--- config.mk ---
export PLATFORM = sky130hd
export DESIGN_NAME = controller
export DESIGN_NICKNAME = d
export VERILOG_FILES = /design/src/rtl/controller.sv
export SDC_FILE = /design/constraint.sdc
export NUM_CORES = 1
export LEC_CHECK = 0
export BUFFER_PORTS_ARGS = -buffer_cell sky130_fd_sc_hd__buf_2
export CORE_ASPECT_RATIO = 1.2
export CORE_MARGIN = 3
export CORE_UTILIZATION = 45
export CTS_BUF_LIST = sky130_fd_sc_hd__clkbuf_4
export CTS_CLUSTER_DIAMETER = 100
export DETAILED_ROUTE_END_ITERATION = 8
export PLACE_DENSITY_LB_ADDON = 0.05
export SLEW_MARGIN = 20
export SYNTH_ARGS = -nofsm -noshare
export SYNTH_HDL_FRONTEND = slang
export SYNTH_SLANG_ARGS = --single-unit
--- constraint.sdc ---
create_clock -name clk -period 1.8 [get_ports clk]
set_input_delay 0.36 -clock clk [delete_from_list [all_inputs] [get_ports clk]]
set_output_delay 0.36 -clock clk [all_outputs]
set_load 0.01 [all_outputs]
--- src/rtl/controller.sv ---
// Moore microsequencer for the single-bus multi-cycle CPU.
// Decodes the IR opcode and emits per-microstate datapath strobes.
module controller (
  input  logic       clk,
  input  logic       reset,
  input  logic [5:0] operationcode,
  output logic [4:0] state,
  output logic [4:0] next_state,
  output logic       wpc,
  output logic       wmar,
  output logic       wir,
  output logic       wt,
  output logic       wmdr,
  output logic       rpc,
  output logic       rt,
  output logic       rc1,
  output logic       rmar,
  output logic       rmdr,
  output logic       rm,
  output logic       wmem,
  output logic       in_mdr1,
  output logic       in_mdr2,
  output logic       out_mdr1,
  output logic       out_mdr2,
  output logic [1:0] inReg,
  output logic       wReg,
  output logic       rReg,
  output logic [2:0] aluOp,
  output logic       ldF
);

  typedef enum logic [4:0] {
    S_RST  = 5'b00000,
    S_F1   = 5'b00001,
    S_F2   = 5'b00010,
    S_F3   = 5'b00011,
    S_F4   = 5'b00100,
    S_DEC  = 5'b00101,
    S_ALU1 = 5'b00110,
    S_ALU2 = 5'b00111,
    S_WB   = 5'b01000,
    S_ALUC = 5'b01001,
    S_LD1  = 5'b01010,
    S_LD2  = 5'b01011,
    S_LD3  = 5'b01100,
    S_ST1  = 5'b01101,
    S_ST2  = 5'b01110,
    S_ST3  = 5'b01111,
    S_JMP  = 5'b10000,
    S_HALT = 5'b11111
  } state_t;

  localparam logic [2:0] ALU_INC  = 3'b100;
  localparam logic [2:0] ALU_PASS = 3'b101;

  localparam logic [1:0] SEL_RD = 2'b00;
  localparam logic [1:0] SEL_RS = 2'b01;
  localparam logic [1:0] SEL_RT = 2'b10;

  logic [4:0] cur;
  logic [4:0] nxt;

  logic op_halt;
  logic op_alu;
  logic op_ld;
  logic op_st;
  logic op_jmp;

  assign op_halt = &operationcode;
  assign op_alu  = ~operationcode[5];
  assign op_ld   = (operationcode[5:4] == 2'b10)
                 & ~operationcode[0];
  assign op_st   = (operationcode[5:4] == 2'b10)
                 & operationcode[0];
  assign op_jmp  = (operationcode[5:4] == 2'b11)
                 & ~op_halt;

  always_ff @(posedge clk) begin
    if (reset) cur <= S_RST;
    else       cur <= nxt;
  end

  always_comb begin
    nxt = S_RST;
    case (cur)
      S_RST:  nxt = S_F1;
      S_F1:   nxt = S_F2;
      S_F2:   nxt = S_F3;
      S_F3:   nxt = S_F4;
      S_F4:   nxt = S_DEC;
      S_DEC: begin
        unique case (1'b1)
          op_halt: nxt = S_HALT;
          op_alu:  nxt = S_ALU1;
          op_ld:   nxt = S_LD1;
          op_st:   nxt = S_ST1;
          op_jmp:  nxt = S_JMP;
          default: nxt = S_RST;
        endcase
      end
      S_ALU1: begin
        if (operationcode[5:4] == 2'b00)
          nxt = S_ALU2;
        else
          nxt = S_ALUC;
      end
      S_ALU2: nxt = S_WB;
      S_WB:   nxt = S_F1;
      S_ALUC: nxt = S_WB;
      S_LD1:  nxt = S_LD2;
      S_LD2:  nxt = S_LD3;
      S_LD3:  nxt = S_F1;
      S_ST1:  nxt = S_ST2;
      S_ST2:  nxt = S_ST3;
      S_ST3:  nxt = S_F1;
      S_JMP:  nxt = S_F1;
      S_HALT: nxt = S_HALT;
      // Unused encodings recover through RST
      default: nxt = S_RST;
    endcase
  end

  always_comb begin
    wpc      = 1'b0;
    wmar     = 1'b0;
    wir      = 1'b0;
    wt       = 1'b0;
    wmdr     = 1'b0;
    rpc      = 1'b0;
    rt       = 1'b0;
    rc1      = 1'b0;
    rmar     = 1'b0;
    rmdr     = 1'b0;
    rm       = 1'b0;
    wmem     = 1'b0;
    in_mdr1  = 1'b0;
    in_mdr2  = 1'b0;
    out_mdr1 = 1'b0;
    out_mdr2 = 1'b0;
    inReg    = SEL_RD;
    wReg     = 1'b0;
    rReg     = 1'b0;
    aluOp    = ALU_PASS;
    ldF      = 1'b0;
    case (cur)
      S_F1: begin
        // PC to MAR while T captures PC+1
        rpc   = 1'b1;
        wmar  = 1'b1;
        rmar  = 1'b1;
        aluOp = ALU_INC;
        wt    = 1'b1;
      end
      S_F2: begin
        rmar    = 1'b1;
        rm      = 1'b1;
        in_mdr1 = 1'b1;
        wmdr    = 1'b1;
      end
      S_F3: begin
        rt  = 1'b1;
        wpc = 1'b1;
      end
      S_F4: begin
        rmdr     = 1'b1;
        out_mdr1 = 1'b1;
        wir      = 1'b1;
      end
      S_ALU1: begin
        rReg  = 1'b1;
        inReg = SEL_RS;
        wt    = 1'b1;
      end
      S_ALU2: begin
        rReg  = 1'b1;
        inReg = SEL_RT;
        aluOp = operationcode[2:0];
        wt    = 1'b1;
        ldF   = 1'b1;
      end
      S_WB: begin
        rt    = 1'b1;
        wReg  = 1'b1;
        inReg = SEL_RD;
      end
      S_ALUC: begin
        rc1   = 1'b1;
        aluOp = operationcode[2:0];
        wt    = 1'b1;
        ldF   = 1'b1;
      end
      S_LD1: begin
        rReg  = 1'b1;
        inReg = SEL_RS;
        wmar  = 1'b1;
      end
      S_LD2: begin
        rmar    = 1'b1;
        rm      = 1'b1;
        in_mdr1 = 1'b1;
        wmdr    = 1'b1;
      end
      S_LD3: begin
        rmdr     = 1'b1;
        out_mdr1 = 1'b1;
        wReg     = 1'b1;
        inReg    = SEL_RD;
      end
      S_ST1: begin
        rReg  = 1'b1;
        inReg = SEL_RS;
        wmar  = 1'b1;
      end
      S_ST2: begin
        rReg    = 1'b1;
        inReg   = SEL_RT;
        in_mdr2 = 1'b1;
        wmdr    = 1'b1;
      end
      S_ST3: begin
        rmar     = 1'b1;
        rmdr     = 1'b1;
        out_mdr2 = 1'b1;
        wmem     = 1'b1;
      end
      S_JMP: begin
        rReg  = 1'b1;
        inReg = SEL_RS;
        wpc   = 1'b1;
      end
      default: begin
      end
    endcase
  end

  assign state      = cur;
  assign next_state = nxt;

endmodule

==> flow_summary.toml <==
[sta]
finalCritPeriodShare = 1.05
final_hold_viol_count = 0
drv_slew = 0
worst_slew_pin_slew_ns = 0.308
rsz0062_at_grt = "yes"
fmax_mhz = 529
slew_headroom = 0.793
setup_ws_ns = -0.0912
period_minus_slack_ns = 1.89
clock_skew_ns = 0.00892
setup_violations = 11

[global_route]
grt_pass1_wl_um = 4110
first_global_vias = 896
track_usage = 0.241
grt-ovfl-total = 0
grt_max_degree = 19
antenna_found_initial = 0

[final_layout]
fin_cells = 186
nets = 178
syn2layout_area_growth_pct = 69.3
multi_input_area_um2 = 656
fillers = 115
drive_gt1_frac = 0.574
largest_reg_flops = 5
n_antenna_cell = 0
design_area_um2 = 1250
seqCellArea_um2 = 114

[detailed_routing]
antenna_left = 0
drtIter0Drc = 24
wl_um = 2690
drc = 0
vias = 1026
wl_per_cell_um = 14.5
routed_via_density = 5.52
first_pass_iters = 4

[setup_path]
end_kind = "primary output"
crit_fanout = 7
start_kind = "register"
worstSetupPathType = "register to primary output"
critPathArrivalTime_ns = 1.53
cp.required_ns = 1.44

[pwr]
p_comb_frac = 0.477
seqPwrFrac = 0.243
p_leak_uw = 0.000627
p_total_uw = 517
irDropWorstVdd_mv = 0.386
clockPowerShare = 0.280
power.switching_uw = 183
p_sw_frac = 0.354
p_int_uw = 334
power_density_nw_per_um2 = 413

[clock_tree]
cts.reportedPaths.clkPinSlew_ns = 0.05
clk_path_buf_depth = 2
cts_sinks = 5
clock_latency_ns = 0.24
clockRootBuffer = "clkbuf_4"
cts_hold_buf = 0
htreeDepth = 1
numCtsBuffers = 3
tritoncts = "yes"

[placed_design]
hpwl_um = 1720
placed_area_um2 = 1010
globalplace.congestion = 0.903
dp.cells = 171
numPortBuffers = 41

[floorplanning]
die_w_um = 43.0
rows = 15
dieHeight_um = 50.4
start_util = 0.493
dieArea_um2 = 2170
coreArea_um2 = 1500
ios = 42

[outcome]
status = "complete, but fails checks"
violations = "negative setup slack"

[synthesis]
post-synth-top-area-fraction = 0.135
yosys_warnings = 0
synth-seq-cells = 5
ys_types = 41
syn_avg_cell_area_um2 = 6.61
yosysSeqAreaShare = 0.135
syn_inst = 112
ys_top_cells_by_area = "dfxtp_1 (14%), nand2b_1 (7.6%), nor2_1 (5.6%), buf_2 (4.7%), nor3_1 (4.7%)"
netlist_area_um2 = 741
synth_flop_cell = "dfxtp_1"
yosysTopAreaCell = "dfxtp_1"
ys_async_sr_fraction = 0
synth_edf_count = 0
synth_nets = 120

[worst_hold_path]
hold_class = "primary input to register"

[job]
drv_cap = 0
[worst max-delay path, cell delays in order, from the launching register on]
cell and delay (ns):
dfxtp_4 0.36, or3b_4 0.43, nor3_4 0.20, o2bb2ai_2 0.15, buf_2 0.16
[power by group through the flow]
stage | Combinational [uW] | Sequential, uW | Clock, uW
floorplan | 128 | 124 | 0
global placement | 193 | 131 | 0
detailed placement | 194 | 131 | 0
CTS | 216 | 127 | 147
global route | 268 | 127 | 152
finish | 247 | 126 | 145
[logic make-up after synthesis]
logic type      after synthesis  synth area share
compound gates               27             0.257
xor+xnor                      1            0.0118
buf+inv                      15             0.108
flops                         5             0.135
simple gates                 64             0.488
[path summary, 6_finish.rpt]
path,from,end,slack [ns],cells past startpoint
hold / removal,reset,state[0]$_SDFF_PP0_,0.33,2
setup / recovery,state[1]$_SDFF_PP0_,next_state[4],-0.09,4
hold reg to reg,state[4]$_SDFF_PP0_,state[2]$_SDFF_PP0_,0.72,3
setup reg to reg,state[4]$_SDFF_PP0_,state[0]$_SDFF_PP0_,0.31,7
[layer usage]
metal  global-route usage  part of all wire  vias to the layer above
met3               0.0251             0.061                        2
met5                    0                 0                        -
met1                0.322              0.42                      464
met2                0.410              0.52                       53
li1                     -                 -                      507
met4               0.0603            0.0063                        0
[per-stage QoR]
stage               setup TNS, ns  hold slack [ns]  utilization  worst slack, ns
finish                     -0.624            0.333        0.835          -0.0912
global route                -2.02            0.352        0.835           -0.213
CTS                        -0.565            0.329        0.776           -0.106
detailed placement       -0.00607            0.593        0.672         -0.00607
global placement          -0.0194            0.580        0.672          -0.0157
floorplan                       0            0.429            -           0.0325
[timing repair]
action / in CTS / in global routing
pin swaps: 12 / 9
resized for setup: 17 / 17
buffers inserted: 8 / 3
setup endpoints to repair: 22 / 23
[area by class of cell]
cell class / instances / area share
Multi-Input combinational cell: 92 / 0.523
Clock buffer: 4 / 0.0240
Inverter: 3 / 0.00898
Tap cell: 17 / 0.0170
Timing Repair Buffer: 65 / 0.336
Sequential cell: 5 / 0.0908
[Yosys cell counts (all sizes together) (2+ instances only)]
master and instances:
buf 11, nor2 11, nand2 9, nand2b 9, nor3 8, a21oi 5, and2 5, dfxtp 5
a31oi 4, nand3 4, o21ai 4, or2 4, inv 3, nor2b 3, o21a 3, o22ai 3
a22oi 2, or3 2
[cell usage in the layout, fill, tap and decap left out, drive strengths merged]
cell,netlist,routed
a211o,1,1
a21oi,5,5
a22oi,2,2
a31oi,4,4
a32o,1,1
a41o,1,1
and2,5,5
and2b,1,1
and3,1,1
and3b,1,1
buf,11,65
clkbuf,1,4
dfxtp,5,5
inv,3,3
nand2,9,9
nand2b,9,9
nand3,4,4
nand3b,1,1
nand4,1,1
nand4b,1,1
nor2,11,11
nor2b,3,3
nor3,8,8
nor3b,1,1
o211ai,1,1
o21a,3,3
o21ai,4,4
o22ai,3,3
o2bb2ai,1,1
o31a,1,1
or2,4,4
or3,2,2
or3b,1,1
or4,1,1
xnor2,1,1
(Power assumes the default switching activity.)
